`config.mk`:
```
export PLATFORM = sky130hd
export DESIGN_NAME = bcd_display_bank
export DESIGN_NICKNAME = d
export VERILOG_FILES = /design/src/rtl/bcd_display_pkg.sv /design/src/rtl/seg7_digit.sv /design/src/rtl/bcd_display_bank.sv
export SDC_FILE = /design/constraint.sdc
export NUM_CORES = 1
export LEC_CHECK = 0
export ABC_AREA = 1
export CAP_MARGIN = 5
export CORE_MARGIN = 1.5
export CORE_UTILIZATION = 49
export CTS_BUF_LIST = sky130_fd_sc_hd__clkbuf_4 sky130_fd_sc_hd__clkbuf_8 sky130_fd_sc_hd__clkbuf_16
export DETAILED_ROUTE_END_ITERATION = 6
export GPL_TIMING_DRIVEN = 0
export PLACE_DENSITY = 0.79
export SYNTH_ARGS = -nofsm -noshare
export SYNTH_HDL_FRONTEND = slang
export SYNTH_SLANG_ARGS = --single-unit
```
`constraint.sdc`:
```
create_clock -name CLK -period 1.45 [get_ports CLK]
set_input_delay 0.145 -clock CLK [delete_from_list [all_inputs] [get_ports CLK]]
set_output_delay 0.145 -clock CLK [all_outputs]
set_load 0.05 [all_outputs]
```
`src/rtl/bcd_display_pkg.sv`:
```
// bcd_display_pkg: seven-segment constants, source/mode encodings and digit lookup.
package bcd_display_pkg;
    typedef enum logic [1:0] {
        MODE_LIVE  = 2'd0,
        MODE_HIGH  = 2'd1,
        MODE_RAW   = 2'd2,
        MODE_BLANK = 2'd3
    } mode_t;
    localparam logic [7:0] SEG_BLANK = 8'hFF;
    localparam logic [7:0] SEG_DASH  = 8'hBF;
    localparam logic [7:0] SEG_DIGIT [10] = '{
        8'hC0, 8'hF9, 8'hA4, 8'hB0, 8'h99, 8'h92, 8'h82, 8'hF8, 8'h80, 8'h90
    };
    function automatic logic [7:0] seg7_pattern(input logic [3:0] code);
        return code == 4'hF ? SEG_BLANK : code > 4'd9 ? SEG_DASH : SEG_DIGIT[code];
    endfunction
endpackage

```
`src/rtl/seg7_digit.sv`:
```
// seg7_digit: one BCD digit to active-low segments, with DP and blanking.
module seg7_digit
    import bcd_display_pkg::*;
(
    input  logic [3:0] code,
    input  logic       dp,
    input  logic       blank,
    output logic [7:0] seg
);
    logic [7:0] pat;
    assign pat = blank ? SEG_BLANK : seg7_pattern(code);
    assign seg = {~dp, pat[6:0]};
endmodule

```
`src/rtl/bcd_display_bank.sv`:
```
// bcd_display_bank: shadow-latched multi-source seven-segment bank with
// leading-zero blanking, live decimal points and a blink override.
module bcd_display_bank
    import bcd_display_pkg::*;
#(
    parameter int NUM_DIGITS = 4,
    parameter int BLINK_DIV  = 25000000,
    parameter int LZ_BLANK   = 1
) (
    input  logic                    CLK,
    input  logic                    RST,
    input  logic                    LOAD,
    input  logic [1:0]              SEL,
    input  logic [4*NUM_DIGITS-1:0] LIVE,
    input  logic [4*NUM_DIGITS-1:0] HIGH,
    input  logic [8*NUM_DIGITS-1:0] RAW,
    input  logic [NUM_DIGITS-1:0]   DP,
    input  logic                    BLINK_EN,
    output logic [8*NUM_DIGITS-1:0] HEX,
    output logic [1:0]              SHOWING
);
    localparam int CW = $clog2(BLINK_DIV);
    mode_t                   mode;
    logic [8*NUM_DIGITS-1:0] data;
    logic [CW-1:0]           cnt;
    logic                    phase;
    logic [NUM_DIGITS-1:0]   lead;
    logic [8*NUM_DIGITS-1:0] bcd_hex;
    logic [8*NUM_DIGITS-1:0] next_hex;
    logic                    run;
    // BCD sources sit in the low half; the unused upper half stays all ones.
    always_ff @(posedge CLK) begin
        if (RST) begin
            mode <= MODE_BLANK;
            data <= '1;
        end else if (LOAD) begin
            mode <= mode_t'(SEL);
            data <= SEL == MODE_RAW   ? RAW :
                    SEL == MODE_BLANK ? '1 :
                    {{4*NUM_DIGITS{1'b1}}, SEL == MODE_LIVE ? LIVE : HIGH};
        end
    end
    assign SHOWING = mode;
    always_ff @(posedge CLK) begin
        if (RST || !BLINK_EN) begin
            cnt   <= '0;
            phase <= 1'b0;
        end else if (cnt == CW'(BLINK_DIV - 1)) begin
            cnt   <= '0;
            phase <= ~phase;
        end else begin
            cnt <= cnt + 1'b1;
        end
    end
    // Walk down from the most significant digit; digit 0 is never blanked.
    always_comb begin
        lead = '0;
        run  = LZ_BLANK != 0;
        for (int i = NUM_DIGITS - 1; i > 0; i--) begin
            run     = run && data[4*i +: 4] == 4'd0;
            lead[i] = run;
        end
    end
    for (genvar g = 0; g < NUM_DIGITS; g++) begin : g_digit
        seg7_digit u_digit (
            .code  (data[4*g +: 4]),
            .dp    (DP[g]),
            .blank (lead[g]),
            .seg   (bcd_hex[8*g +: 8])
        );
    end
    assign next_hex = (BLINK_EN && phase) || mode == MODE_BLANK ? '1 :
                      mode == MODE_RAW ? data : bcd_hex;
    always_ff @(posedge CLK) begin
        if (RST) HEX <= '1;
        else     HEX <= next_hex;
    end
endmodule

```
Word level (Yosys, flattened, before mapping)
Memories as Yosys holds them, arrays and structs flattened.
Cells that the tools add are included.
- register bits after elaboration: 92
- bits in latches: 0
- memory bits (writable): 0
- memory bits (read-only): 512
- output and inout port bits: 34
- memories: 4
- memories (name ; depth ; bits a word ; rd ports ; clocked after Yosys merged registers in ; wr ports ; line ; text):
    (no name shown) ; 16 ; 8 ; 1 ; 0 ; 0 ; bcd_display_pkg.sv:15 ; return code == 4'hF ? SEG_BLANK : code > 4'd9 ? SEG_DASH : SEG_DIGIT[code];
    (no name shown) ; 16 ; 8 ; 1 ; 0 ; 0 ; bcd_display_pkg.sv:15 ;
    (no name shown) ; 16 ; 8 ; 1 ; 0 ; 0 ; bcd_display_pkg.sv:15 ;
    (no name shown) ; 16 ; 8 ; 1 ; 0 ; 0 ; bcd_display_pkg.sv:15 ;
- $add $sub $neg: 1
- $mul: 0
- div/mod/pow operators: 0
- order comparisons: 8
- eq/ne operators: 9
- shift-type cells: 0
- muxes and demuxes: 23
- bitwise logic cells: 9
- reductions and logical operators: 12
- operator list (operator ; number):
    7-bit 2-to-1 mux ; 19
    32-bit 2-to-1 mux ; 2
    16-bit 2-to-1 mux ; 2
    25-bit by 1-bit adder with 25-bit output (second input constant) ; 1
    25-bit == test (second input constant) ; 1
    5-bit greater-or-equal comparator (second input constant) ; 4
    4-bit inverter with 5-bit output ; 4
    4-bit == test (second input constant) ; 4
    4-bit > comparator (second input constant) ; 4
    4-bit logical NOT ; 3
    2-bit == test (second input constant) ; 4
    1-bit inverter ; 5
    2-bit OR reduction ; 2
    1-bit logical AND ; 3
    2-bit logical NOT ; 1
    1-bit logical OR ; 2
    1-bit logical NOT ; 1

Logic depth before layout (Yosys ltp)
Gate-level depths: netlist (run 1).
- word-level depth: 8
- mapped depth: 8
- gate-level depth less buffers: 8

By module
A second synthesis (run 1) with hierarchy kept.
- cell total of the unflattened synthesis: 709
- area total of the unflattened synthesis: 4943.5 um^2
- modules (own cells, without submodules) (module ; times used ; cells each ; area each (um^2) ; sequential area each (um^2)):
    bcd_display_bank ; 1 ; 560 ; 4051.4 ; 1841.8
    seg7_digit (g_digit[1].u_digit ...) ; 3 ; 38 ; 226.5 ; 0.0
    seg7_digit (g_digit[0].u_digit) ; 1 ; 35 ; 212.7 ; 0.0

Least setup slack after synthesis (run 1)
No wires, ideal clock.
- kind: register to register
- start point: register mode[1] (netlist: SHOWING[1])
- end point: register HEX[22]
- setup time: 0.118 ns
- arrival time: 1.430 ns
- required time: 1.332 ns
- slack: -0.098 ns
- stages on the path, launching flop included: 7
- path buffers: 2
- cells stage by stage: dfxtp_1 -> inv_1 -> or2_1 -> buf_6 -> buf_6 -> o22ai_1 -> nand2_1
- word-level cells in the longest chain between the ends: 3
- RTL lines (element ; line ; text):
    start, declared ; bcd_display_bank.sv:23 ; mode_t mode;
    start signal, assigned ; bcd_display_bank.sv:37 ; mode <= mode_t'(SEL);
    2-bit == test ; bcd_display_bank.sv:72 ; assign next_hex = (BLINK_EN && phase) || mode == MODE_BLANK ? '1 :
    1-bit logical OR ; bcd_display_bank.sv:72 ;
    2-bit OR reduction (no line) ; - ;
    end signal, assigned ; bcd_display_bank.sv:76 ; else HEX <= next_hex;
    end, declared ; bcd_display_bank.sv:19 ; output logic [8*NUM_DIGITS-1:0] HEX,
Several ways; a longest one is shown, not always the timed one.
A chain may end at the register's enable or synchronous reset.

Worst setup path in the final report (run 1)
- start point: register HEX[12]
- end point: output port HEX[12]
No word-level cell between the ends.

==> impl_metrics.env, run 1 <==
export IMPL_clk_insertion_delay_late_ns=0.36
export IMPL_ys_ff_latch=92
export IMPL_cts_hold_buf=0
export IMPL_cp_data_required_time_ns=1.31
export IMPL_power_density_nw_per_um2=902
export IMPL_fmax_mhz=721
export IMPL_status="complete, no violations"
export IMPL_gp_congestion=0.911
export IMPL_ant_nets=0
export IMPL_finalCritPeriodShare=0.956
export IMPL_cts_sinks=92
export IMPL_cp_cell_sequence="dlygate4sd2_1"
export IMPL_area_growth_pct=32.4
export IMPL_ir_drop_mv=0.433
export IMPL_grt_max_degree=15
export IMPL_pin_count=108
export IMPL_final_nets=872
export IMPL_post_drt_wl_per_cell_um=13.3
export IMPL_drive_above_1_share=0.114
export IMPL_synthCells=652
export IMPL_row_count=35
export IMPL_antenna_cells=0
export IMPL_drc=0
export IMPL_crit_buf_inv=1
export IMPL_syn_area_sq_um=4660
export IMPL_maxSlewHeadroom=0.611
export IMPL_fin_crit_ns=1.39
export IMPL_async_flop_share=0
export IMPL_routed_wirelength_mm=12.1
export IMPL_dpl_worst_slack_ns=-0.320
export IMPL_whs_ns=0.143
export IMPL_grt_use_total=0.243
export IMPL_dieArea_sq_um=10100
export IMPL_synth_edf_count=0
export IMPL_synth_simple_gate_area_frac=0.268
export IMPL_ys_warn_count=0
export IMPL_synth_distinct_cells=34
export IMPL_antenna_found_initial=0
export IMPL_num_vias=4731
export IMPL_drv_cap=0
export IMPL_crit_slowest_cell="dlygate4sd2_1"
export IMPL_cts_made_buffers=9
export IMPL_chipWidth_um=100
export IMPL_synth_fp_nets=747
export IMPL_max_slew_worst_pin_slew_ns=0.584
export IMPL_drv_slew=0
export IMPL_worst_path_stages=1
export IMPL_skew_ns=0.00791
export IMPL_clock_root_buffer="clkbuf_8"
export IMPL_grt_first_pass_wirelength_mm=19.4
export IMPL_synth_top_flop_cell="dfxtp_1"
export IMPL_hpwl_mm=9.45
export IMPL_synthXorXnorAreaFrac=0.0188
export IMPL_num_fill_cells=811
export IMPL_grt_pass1_vias=4369
export IMPL_gr_total_overflow=0
export IMPL_setup_ws_ns=0.0635
export IMPL_cts_buffer_depth=2
export IMPL_vias_per_cell=5.20
export IMPL_core_area_sq_um=9240
export IMPL_die_h_um=100
export IMPL_h_tree_depth=3
export IMPL_drt_iter0_markers=223
export IMPL_crit_family="buffers and inverters"
export IMPL_crit_arrival_ns=1.24
export IMPL_start_kind="register"
export IMPL_path_max_fanout=1
export IMPL_p_leak_nw=2.39
export IMPL_max_stage_delay_ns=0.54
export IMPL_initial_utilization=0.504
export IMPL_setup_worst_path_end_class="output pin"
export IMPL_hold_class="input port to register"
export IMPL_critical_path_class="register to output pin"
export IMPL_synth_top_family_by_area="simple AND/OR/NAND/NOR gates"
export IMPL_drt_pass1_iterations=5
export IMPL_finalHoldViolCount=0
export IMPL_holdPathStages=3
export IMPL_io_buffers=104
export IMPL_setup_violations=0
export IMPL_cts_tree="yes"
export IMPL_synth_compound_area_frac=0.177
export IMPL_r2r_cells=6
export IMPL_seq_area_frac_synth=0.396
export IMPL_synth_mux_area_fraction=0
export IMPL_synth_fa_ha_area_frac=0.0564
export IMPL_path_clk_slew_ns=0.08
export IMPL_syn_area_per_cell_sq_um=7.14
==> final timing paths <==
path / end / startpoint / slack [ns]
max: HEX[12] / HEX[12] / 0.06
min: SHOWING[0] / LOAD / 0.14
max reg2reg: HEX[24] / data[13] / 0.07
min reg2reg: cnt[0] / cnt[0] / 0.44
==> placed cells by master, fill, tap and decap left out, types with 14 or more instances in the layout <==
master / count
nor2_1: 61
inv_1: 46
o22ai_1: 18
o21ai_0: 53
clkdlybuf4s50_1: 69
o211ai_1: 14
nand3_1: 37
a21oi_1: 52
dfxtp_1: 79
nand2_1: 170
dlygate4sd2_1: 32
ha_1: 17
==> worst register-to-register path: stages, from the launching register on <==
cell and delay [ns]:
dfxtp_2 0.39, inv_2 0.07, ha_1 0.19, o21ai_0 0.27
a21oi_1 0.09, o21ai_0 0.19, nand2_1 0.08
==> cell usage after synthesis (all sizes together), types with 3 or more instances <==
cell / instances / area share
o22ai: 18 / 0.024
or2: 4 / 0.0054
inv: 55 / 0.044
nand3: 41 / 0.048
nand3b: 3 / 0.0048
nor2: 70 / 0.060
nand2: 173 / 0.14
ha: 21 / 0.056
a21oi: 52 / 0.056
xor2: 4 / 0.0075
buf: 16 / 0.030
o211ai: 14 / 0.023
o21ai: 61 / 0.066
dfxtp: 92 / 0.40
clkbuf: 11 / 0.0089
nand4: 4 / 0.0054
xnor2: 6 / 0.011
==> report_power, final <==
part | switching, mW | total [mW] | internal (mW) | leakage (nW)
logic | 0.658 | 1.11 | 0.451 | 1.54
registers | 0.0728 | 2.70 | 2.63 | 0.754
clock network | 0.871 | 1.75 | 0.879 | 0.0979
total | 1.60 | 5.56 | 3.96 | 2.39
==> cells by family (layout without fill, tap and decap cells) <==
kind of cell | after synthesis | in the layout
xor gates and xnor gates | 10 | 10
adders and majority gates | 21 | 21
buffers and inverters | 83 | 211
DFF | 92 | 92
AOI/OAI and AO/OA | 150 | 150
and+or+nand+nor | 296 | 296
==> per-layer routing <==
layer / track usage / vias up / part of all wire
li1: - / 2387 / -
met1: 0.292 / 2142 / 0.42
met2: 0.435 / 185 / 0.49
met3: 0.0492 / 17 / 0.068
met4: 0.0769 / 0 / 0.017
met5: 0 / - / 0
==> through the flow <==
stage	instances	total power, mW	setup TNS (ns)	util	area [sq um]
final	909	5.56	0	0.667	6160
after floorplan	652	3.40	0	-	4660
after global routing	909	5.79	-0.0116	0.667	6160
after global placement	885	3.84	-6.72	0.634	5860
after detailed placement	885	3.86	-8.58	0.634	5860
after CTS	902	5.55	0	0.657	6070
==> flip-flops by register name (all words and copies together), names as in the netlist <==
signal	flops
data	32
HEX	32
SHOWING	2
cnt	25
phase	1
==> timing repair <==
item                       4_1_cts  5_1_grt
gates resized for setup         41       40
buffers inserted                 3        7
setup endpoints to repair       62       59
pin swaps                        3        3
hold endpoints to repair         0        0
==> cell type report <==
type | count | area, sq um | area share
well taps | 129 | 161 | 0.0262
inverters | 56 | 215 | 0.0349
clock inverters | 3 | 46.3 | 0.00751
multi-input cells | 477 | 2480 | 0.403
flip-flops and latches | 92 | 1860 | 0.301
plain buffers | 27 | 180 | 0.0292
repair buffers | 114 | 1070 | 0.173
clock buffers | 11 | 151 | 0.0246
No activity file was read; power rests on OpenSTA's default activity.
==> run 2: changes to the inputs <==
--- a/config.mk
+++ b/config.mk
@@ -9,7 +9,7 @@
 export CAP_MARGIN = 5
 export CORE_MARGIN = 1.5
 export CORE_UTILIZATION = 49
-export CTS_BUF_LIST = sky130_fd_sc_hd__clkbuf_4 sky130_fd_sc_hd__clkbuf_8 sky130_fd_sc_hd__clkbuf_16
+export CTS_BUF_LIST = sky130_fd_sc_hd__clkbuf_2
 export DETAILED_ROUTE_END_ITERATION = 6
 export GPL_TIMING_DRIVEN = 0
 export PLACE_DENSITY = 0.79
==> constraint.sdc (replaced) <==
create_clock -name CLK -period 1.39 [get_ports CLK]
set_input_delay 0.139 -clock CLK [delete_from_list [all_inputs] [get_ports CLK]]
set_output_delay 0.139 -clock CLK [all_outputs]
set_load 0.05 [all_outputs]
==> run 2 against run 1 <==
Effect of this change: the run now ends with setup timing left; hold slack got worse by 0.083 ns; clock power about the same; cell count grew 1.7%; highest routed layer unchanged; critical path depth grew 7.
==> impl_metrics.env, run 2 (synthesis results as in run 1) <==
export IMPL_hpwl_mm=9.42
export IMPL_gp_congestion=0.912
export IMPL_pin_count=108
export IMPL_num_fill_cells=773
export IMPL_critical_path_class="register to register"
export IMPL_dieArea_sq_um=10100
export IMPL_fmax_mhz=673
export IMPL_setup_worst_path_end_class="register"
export IMPL_drt_iter0_markers=228
export IMPL_gr_total_overflow=0
export IMPL_clk_insertion_delay_late_ns=0.58
export IMPL_final_nets=885
export IMPL_post_drt_wl_per_cell_um=14.1
export IMPL_fin_crit_ns=1.49
export IMPL_drv_slew=0
export IMPL_path_max_fanout=5
export IMPL_max_slew_worst_pin_slew_ns=0.580
export IMPL_grt_use_total=0.258
export IMPL_path_clk_slew_ns=0.25
export IMPL_antenna_found_initial=0
export IMPL_num_vias=4834
export IMPL_row_count=35
export IMPL_skew_ns=0.0294
export IMPL_drt_pass1_iterations=5
export IMPL_maxSlewHeadroom=0.613
export IMPL_max_stage_delay_ns=0.41
export IMPL_violations="setup timing"
export IMPL_ir_drop_mv=0.454
export IMPL_ant_nets=0
export IMPL_cts_tree="yes"
export IMPL_grt_first_pass_wirelength_mm=20.8
export IMPL_cp_cell_sequence="ha_4, nand3_4, nor3_4, nand3_2, nand2_4, buf_12, buf_16, a21oi_2"
export IMPL_power_density_nw_per_um2=920
export IMPL_antenna_cells=0
export IMPL_grt_pass1_vias=4644
export IMPL_chipWidth_um=100
export IMPL_core_area_sq_um=9240
export IMPL_status="finished with violations"
export IMPL_die_h_um=100
export IMPL_drv_cap=0
export IMPL_dpl_worst_slack_ns=-0.329
export IMPL_crit_arrival_ns=1.97
export IMPL_rsz0062_at_grt="true"
export IMPL_initial_utilization=0.504
export IMPL_reg_top3="HEX: 32 flops, data: 32 flops, cnt: 25 flops"
export IMPL_h_tree_depth=3
export IMPL_vias_per_cell=5.23
export IMPL_whs_ns=0.0595
export IMPL_seq_area_sq_um=1890
export IMPL_cts_made_buffers=9
export IMPL_area_growth_pct=34.5
export IMPL_final_cell_mix="166 x nand2_1, 70 x clkdlybuf4s50_1, 66 x dfxtp_1"
export IMPL_clock_root_buffer="clkbuf_2"
export IMPL_cts_sinks=92
export IMPL_routed_wirelength_mm=13.1
export IMPL_p_leak_nw=2.49
export IMPL_finalHoldViolCount=0
export IMPL_drc=0
export IMPL_final_common_cell="nand2_1"
export IMPL_finalCritPeriodShare=1.07
export IMPL_cts_buffer_depth=2
export IMPL_fin_tns_setup_ns=-0.662
export IMPL_setup_ws_ns=-0.0955
export IMPL_multi_input_area_sq_um=2550
export IMPL_drive_above_1_share=0.206
export IMPL_hold_class="input port to register"
export IMPL_start_kind="register"
export IMPL_crit_slowest_cell="dfxtp_2"
export IMPL_io_buffers=104
export IMPL_cp_data_required_time_ns=1.87
export IMPL_grt_max_degree=16
export IMPL_setup_violations=21
-- run 2: power breakdown --
part           internal, mW  switching (mW)
sequential             2.75          0.0747
combinational         0.486           0.716
clock                 0.801           0.931
-- run 2: repair_timing --
item | in CTS | in global routing
hold buffers | 1 | 0
pin swaps | 6 | 9
hold endpoints to repair | 2 | 0
setup endpoints to repair | 79 | 61
gates cloned | 1 | 0
resized for setup | 203 | 67
buffers inserted | 18 | 5
-- run 2: path summary, 6_finish.rpt --
| path | startpoint | endpoint | slack, ns | cells past startpoint |
|---|---|---|---|---|
| worst max-delay path | cnt[0] | cnt[21] | -0.1 | 8 |
| worst min-delay path | RST | data[1] | 0.06 | 3 |
| worst min register to register | cnt[24] | cnt[24] | 0.50 | 2 |
| worst max register to register | cnt[0] | cnt[21] | -0.1 | 8 |
-- run 2: final cells by class --
type / count / share of cell area
plain buffers: 25 / 0.0240
clock buffers: 11 / 0.00879
clock inverters: 5 / 0.0174
inverters: 56 / 0.0356
multi-input cells: 477 / 0.407
flip-flops and latches: 92 / 0.301
well taps: 129 / 0.0258
repair buffers: 129 / 0.180
-- run 2: per-layer routing --
metal | GRT usage | part of all wire
met5 | 0 | 0
met4 | 0.0953 | 0.017
met3 | 0.0361 | 0.057
met2 | 0.460 | 0.50
met1 | 0.317 | 0.42
-- run 2: through the flow --
step	utilization	area [sq um]	power, mW	cells
after floorplan	-	4660	3.55	652
after global placement	0.634	5860	4.00	885
after detailed placement	0.634	5860	4.03	885
after CTS	0.660	6100	5.71	920
after global routing	0.677	6260	6.01	924
final	0.677	6260	5.76	924
-- run 2: critical path, delay by kind of cell, from the launching register on --
family,cells,cell delay [ns]
AOI/OAI and AO/OA,1,0.03
adders and majority gates,1,0.15
buffers and inverters,2,0.23
DFF,1,0.41
and+or+nand+nor,4,0.57
==> run 3: changes to the inputs <==
--- a/config.mk
+++ b/config.mk
@@ -5,14 +5,15 @@
 export SDC_FILE = /design/constraint.sdc
 export NUM_CORES = 1
 export LEC_CHECK = 0
-export ABC_AREA = 1
+export ABC_AREA = 0
 export CAP_MARGIN = 5
 export CORE_MARGIN = 1.5
 export CORE_UTILIZATION = 49
 export CTS_BUF_LIST = sky130_fd_sc_hd__clkbuf_2
+export CTS_CLUSTER_SIZE = 24
 export DETAILED_ROUTE_END_ITERATION = 6
+export DONT_BUFFER_PORTS = 1
 export GPL_TIMING_DRIVEN = 0
-export PLACE_DENSITY = 0.79
 export SYNTH_ARGS = -nofsm -noshare
 export SYNTH_HDL_FRONTEND = slang
 export SYNTH_SLANG_ARGS = --single-unit
==> run 3 against run 2 <==
Effect of this change: the run still ends with setup timing left; clock skew is 0.0091 ns lower; design area grew 4.4%; global-route usage rose by 2.2 points; setup slack worse by 0.14 ns; routed wire length grew 7.6%; critical path type unchanged; highest routed layer unchanged.
==> impl_metrics.env, run 3 <==
export IMPL_power_density_nw_per_um2=816
export IMPL_busiest_layer="met2"
export IMPL_chipWidth_um=99.1
export IMPL_gr_total_overflow=0
export IMPL_cts_made_buffers=9
export IMPL_cp_data_required_time_ns=1.85
export IMPL_violations="setup timing"
export IMPL_rsz0062_at_grt="true"
export IMPL_setup_ws_ns=-0.237
export IMPL_met2_usage=0.517
export IMPL_cts_buffer_depth=2
export IMPL_finalNonFillerCells=744
export IMPL_die_h_um=99.1
export IMPL_initial_utilization=0.512
export IMPL_drc=0
export IMPL_synth_common_cells="92 x dfxtp_1, 43 x nand2_1, 36 x o21ai_0, 33 x nor2_1, 32 x clkbuf_1"
export IMPL_drive_above_1_share=0.379
export IMPL_placed_cells=615
export IMPL_drt_pass1_iterations=4
export IMPL_row_count=34
export IMPL_whs_ns=0.162
export IMPL_grt_max_degree=17
export IMPL_ant_nets=0
export IMPL_path_max_fanout=6
export IMPL_synthCells=507
export IMPL_pin_count=108
export IMPL_routed_wirelength_mm=14.1
export IMPL_setup_violations=55
export IMPL_num_vias=4411
export IMPL_max_slew_worst_pin_slew_ns=0.643
export IMPL_met3_usage=0.0590
export IMPL_grt_pass1_vias=4303
export IMPL_io_buffers=0
export IMPL_synth_area_top_cells="dfxtp_1 41%, ha_1 5.8%, o21ai_0 4.0%"
export IMPL_area_growth_pct=44.3
export IMPL_antenna_found_initial=0
export IMPL_p_leak_nw=2.40
export IMPL_final_common_cell="dlygate4sd3_1"
export IMPL_drv_slew=0
export IMPL_core_area_sq_um=8850
export IMPL_h_tree_depth=3
export IMPL_path_clk_slew_ns=0.26
export IMPL_fmax_mhz=615
export IMPL_final_cell_mix="66 x dlygate4sd3_1, 44 x dfxtp_2, 39 x nand2_1"
export IMPL_gp_congestion=0.851
export IMPL_ir_drop_mv=0.539
export IMPL_hpwl_mm=8.82
export IMPL_skew_ns=0.0203
export IMPL_status="finished with violations"
export IMPL_synth_top_flop_cell="dfxtp_1"
export IMPL_drt_iter0_markers=176
export IMPL_drv_cap=0
export IMPL_syn_area_sq_um=4530
export IMPL_synth_edf_count=0
export IMPL_dpl_worst_slack_ns=-0.393
export IMPL_vias_per_cell=5.93
export IMPL_fin_tns_setup_ns=-8.14
export IMPL_grtUsageMet1=0.319
export IMPL_final_nets=726
export IMPL_synth_distinct_cells=55
export IMPL_finalHoldViolCount=0
export IMPL_seq_area_frac_synth=0.407
export IMPL_synth_most_common_cell="dfxtp_1"
export IMPL_finalCritPeriodShare=1.17
export IMPL_synth_fp_nets=602
export IMPL_critical_path_class="register to register"
export IMPL_yosys_area_top_type="dfxtp_1"
export IMPL_start_kind="register"
export IMPL_post_drt_wl_per_cell_um=18.9
export IMPL_setup_worst_path_end_class="register"
export IMPL_fin_crit_ns=1.63
export IMPL_reg_top3="HEX: 32 flops, data: 32 flops, cnt: 25 flops"
export IMPL_clk_insertion_delay_late_ns=0.55
export IMPL_grt_use_total=0.280
export IMPL_cts_sinks=92
export IMPL_antenna_cells=0
export IMPL_ys_warn_count=0
export IMPL_hold_class="input port to register"
export IMPL_maxSlewHeadroom=0.571
export IMPL_dieArea_sq_um=9830
export IMPL_syn_area_per_cell_sq_um=8.93
export IMPL_grt_first_pass_wirelength_mm=21.7
export IMPL_async_flop_share=0
export IMPL_yosysTopAreaCellShare=0.407
export IMPL_crit_arrival_ns=2.09
export IMPL_cts_tree="yes"
export IMPL_clock_root_buffer="clkbuf_2"
export IMPL_ys_ff_latch=92
run 3: kinds of logic after synthesis:
logic type | after synthesis | share of synthesized area
and+or+nand+nor | 171 | 0.208
AOI/OAI and AO/OA | 141 | 0.210
DFF | 92 | 0.407
buffers and inverters | 52 | 0.0492
muxes | 21 | 0.0508
adders and majority gates | 21 | 0.0580
xor gates and xnor gates | 9 | 0.0174
run 3: report_power, final:
part           total (mW)  internal (mW)  switching, mW  leakage (nW)
sequential           2.90           2.71          0.194         0.747
combinational        1.04          0.538          0.504          1.58
clock                1.39          0.424          0.964        0.0685
total                5.33           3.67           1.66          2.40
run 3: final timing paths:
| check | startpoint | endpoint | slack, ns | depth (start not counted) |
|---|---|---|---|---|
| worst min register to register | cnt[0] | cnt[0] | 0.43 | 1 |
| worst min-delay path | SEL[1] | data[15] | 0.16 | 3 |
| worst max-delay path | cnt[18] | cnt[7] | -0.24 | 6 |
| worst max register to register | cnt[18] | cnt[7] | -0.24 | 6 |
run 3: layout make-up:
type	instances	area, sq um
multi-input combinational	363	2830
fill	666	2310
sequential	92	1960
timing repair buffer	117	1130
buffer	34	294
tap	108	135
clock inverter	7	76.3
inverter	14	68.8
clock buffer	9	45.0
run 3: what timing repair did:
item | CTS | global route
resized for setup | 122 | 71
hold buffers | 66 | 0
buffers inserted | 30 | 19
endpoints found under the setup margin | 76 | 72
hold endpoints to repair | 52 | 0
gates cloned | 4 | 1
pin swaps | 26 | 17
run 3: per-stage QoR:
stage,cell area (sq um),total power [mW],utilization
6_report,6540,5.33,0.739
5_1_grt,6540,5.58,0.739
4_1_cts,6200,5.29,0.700
3_5_place_dp,4820,3.59,0.545
3_3_place_gp,4820,3.58,0.545
2_1_floorplan,4690,3.42,-
run 3: layer usage:
| layer | share of wire | vias to the layer above |
|---|---|---|
| met1 | 0.40 | 2127 |
| met3 | 0.051 | 30 |
| met2 | 0.53 | 148 |
| li1 | - | 2106 |
| met5 | 0 | - |
| met4 | 0.024 | 0 |
run 3: critical path, cell delays in order (launching register included):
cell      delay (ns)
dfxtp_2         0.44
nor4bb_2        0.29
nand4b_1        0.26
o21bai_4        0.27
buf_12          0.14
buf_6           0.12
nor2_1          0.04
==> patch: new RTL, settings of run 3 <==
The parameter `NUM_DIGITS` goes from 4 to 2.
--- a/src/rtl/bcd_display_bank.sv
+++ b/src/rtl/bcd_display_bank.sv
@@ -3,7 +3,7 @@
 module bcd_display_bank
     import bcd_display_pkg::*;
 #(
-    parameter int NUM_DIGITS = 4,
+    parameter int NUM_DIGITS = 2,
     parameter int BLINK_DIV  = 25000000,
     parameter int LZ_BLANK   = 1
 ) (
Interface: changed (5 resized); port bits go from 108 to 58. No check against the original RTL was run, so the function may have changed too.
==> patch against run 3 <==
The flow still finishes with violations (negative setup slack). Synthesized area down 35%. Die area down 34%. Clock power down 38%. Clock skew up 0.0049 ns. Routed wire length down 43%. Sequential cell count down 32. Highest routed layer unchanged. Setup slack worse by 0.098 ns. Cell area down 36%. Largest cell class unchanged. Total power down 39%.
==> patch: results (changes against run 3) <==
* Buffers, non-clock at 87 (-42%)
* Sequential fraction of the synthesis area at 40.8% (+0.15 points)
* Synth Area in Compound Gates at 17.2% (-3.8 points)
* Seq cells post-synth at 60 (-35%)
* Nets at 464 (-36%)
* Post-synthesis cell type count at 48 (-13%)
* Non-clock buffer share at 18.9% (-2.9 points)
* Final GP Congestion at 0.844 (-0.82%)
* Peak supply drop at 455 uV (-16%)
* Part of the power in registers at 57.2% (+2.8 points)
* Finish-stage setup viols at 28 (-49%)
* #MultiIn Comb at 246 (-32%)
* CLK BUF at 12 (+3)
* Critical Path Fanout Max at 7 (+1)
* Drt initial violations at 163 (-7.4%)
* Pre-CTS setup slack at -0.424 ns (-0.0313 ns)
* HPWL Detailed at 4920 um (-44%)
* Failing checks: negative setup slack
* LEAKAGE at 1.46 nW (-39%)
* Status: finished, violations left
* Multi-input gate area at 1910 um^2 (-32%)
* Final WS setup at -0.335 ns (-0.0978 ns)
* Register area at 1270 um^2 (-35%)
* WL/cell at 16.3 um (-14%)
* Fillers at 434 (-35%)
[patch: cell types whose count changed after synthesis, sizes merged, moves of 7 or more]
cell / run 3 / this run
and3: 7 / 0
ha: 21 / 11
o211ai: 14 / 7
o22ai: 18 / 0
a21oi: 26 / 17
clkbuf: 36 / 19
dfxtp: 92 / 60
o21ai: 36 / 28
mux2: 16 / 8
nand2: 43 / 17
o221ai: 16 / 9
[patch: per-stage QoR]
step                setup TNS (ns)  hold WS (ns)  util [%]  power (mW)
CTS                          -7.65        0.0137      66.5        3.18
finish                       -6.20       0.00494      71.5        3.25
detailed placement          -16.42         0.309      53.7        2.22
global route                 -8.70       0.00122      71.5        3.39
floorplan                    -3.88         0.261         -        2.14
global placement            -15.35         0.308      53.7        2.22
[patch: worst max path at each step]
| stage | cells after the start | slack, ns | endpoint |
|---|---|---|---|
| floorplan | 5 | -0.26 | cnt[21] |
| global placement | 6 | -0.40 | cnt[5] |
| detailed placement | 6 | -0.42 | cnt[9] |
| CTS | 4 | -0.35 | cnt[21] |
| global route | 6 | -0.38 | cnt[23] |
| finish | 4 | -0.33 | cnt[21] |
[patch: timing repair]
item,CTS,global route
gates cloned,2,0
hold endpoints to repair,33,0
setup buffers,25,15
resized for setup,72,56
endpoints found under the setup margin,41,46
pin swaps,31,20
hold buffers,26,0
[patch: power groups by stage]
stage | registers [mW] | logic, mW | clock network, mW
detailed placement | 1.90 | 0.317 | 0
finish | 1.86 | 0.529 | 0.865
global route | 1.87 | 0.575 | 0.947
global placement | 1.90 | 0.313 | 0
CTS | 1.86 | 0.439 | 0.881
floorplan | 1.89 | 0.250 | 0
[patch: layer usage]
metal | share of wire, % | GRT usage, %
met5 | 0 | 0
met4 | 1.3 | 8.97
met3 | 5.1 | 4.55
met2 | 44 | 38.5
met1 | 50 | 35.5
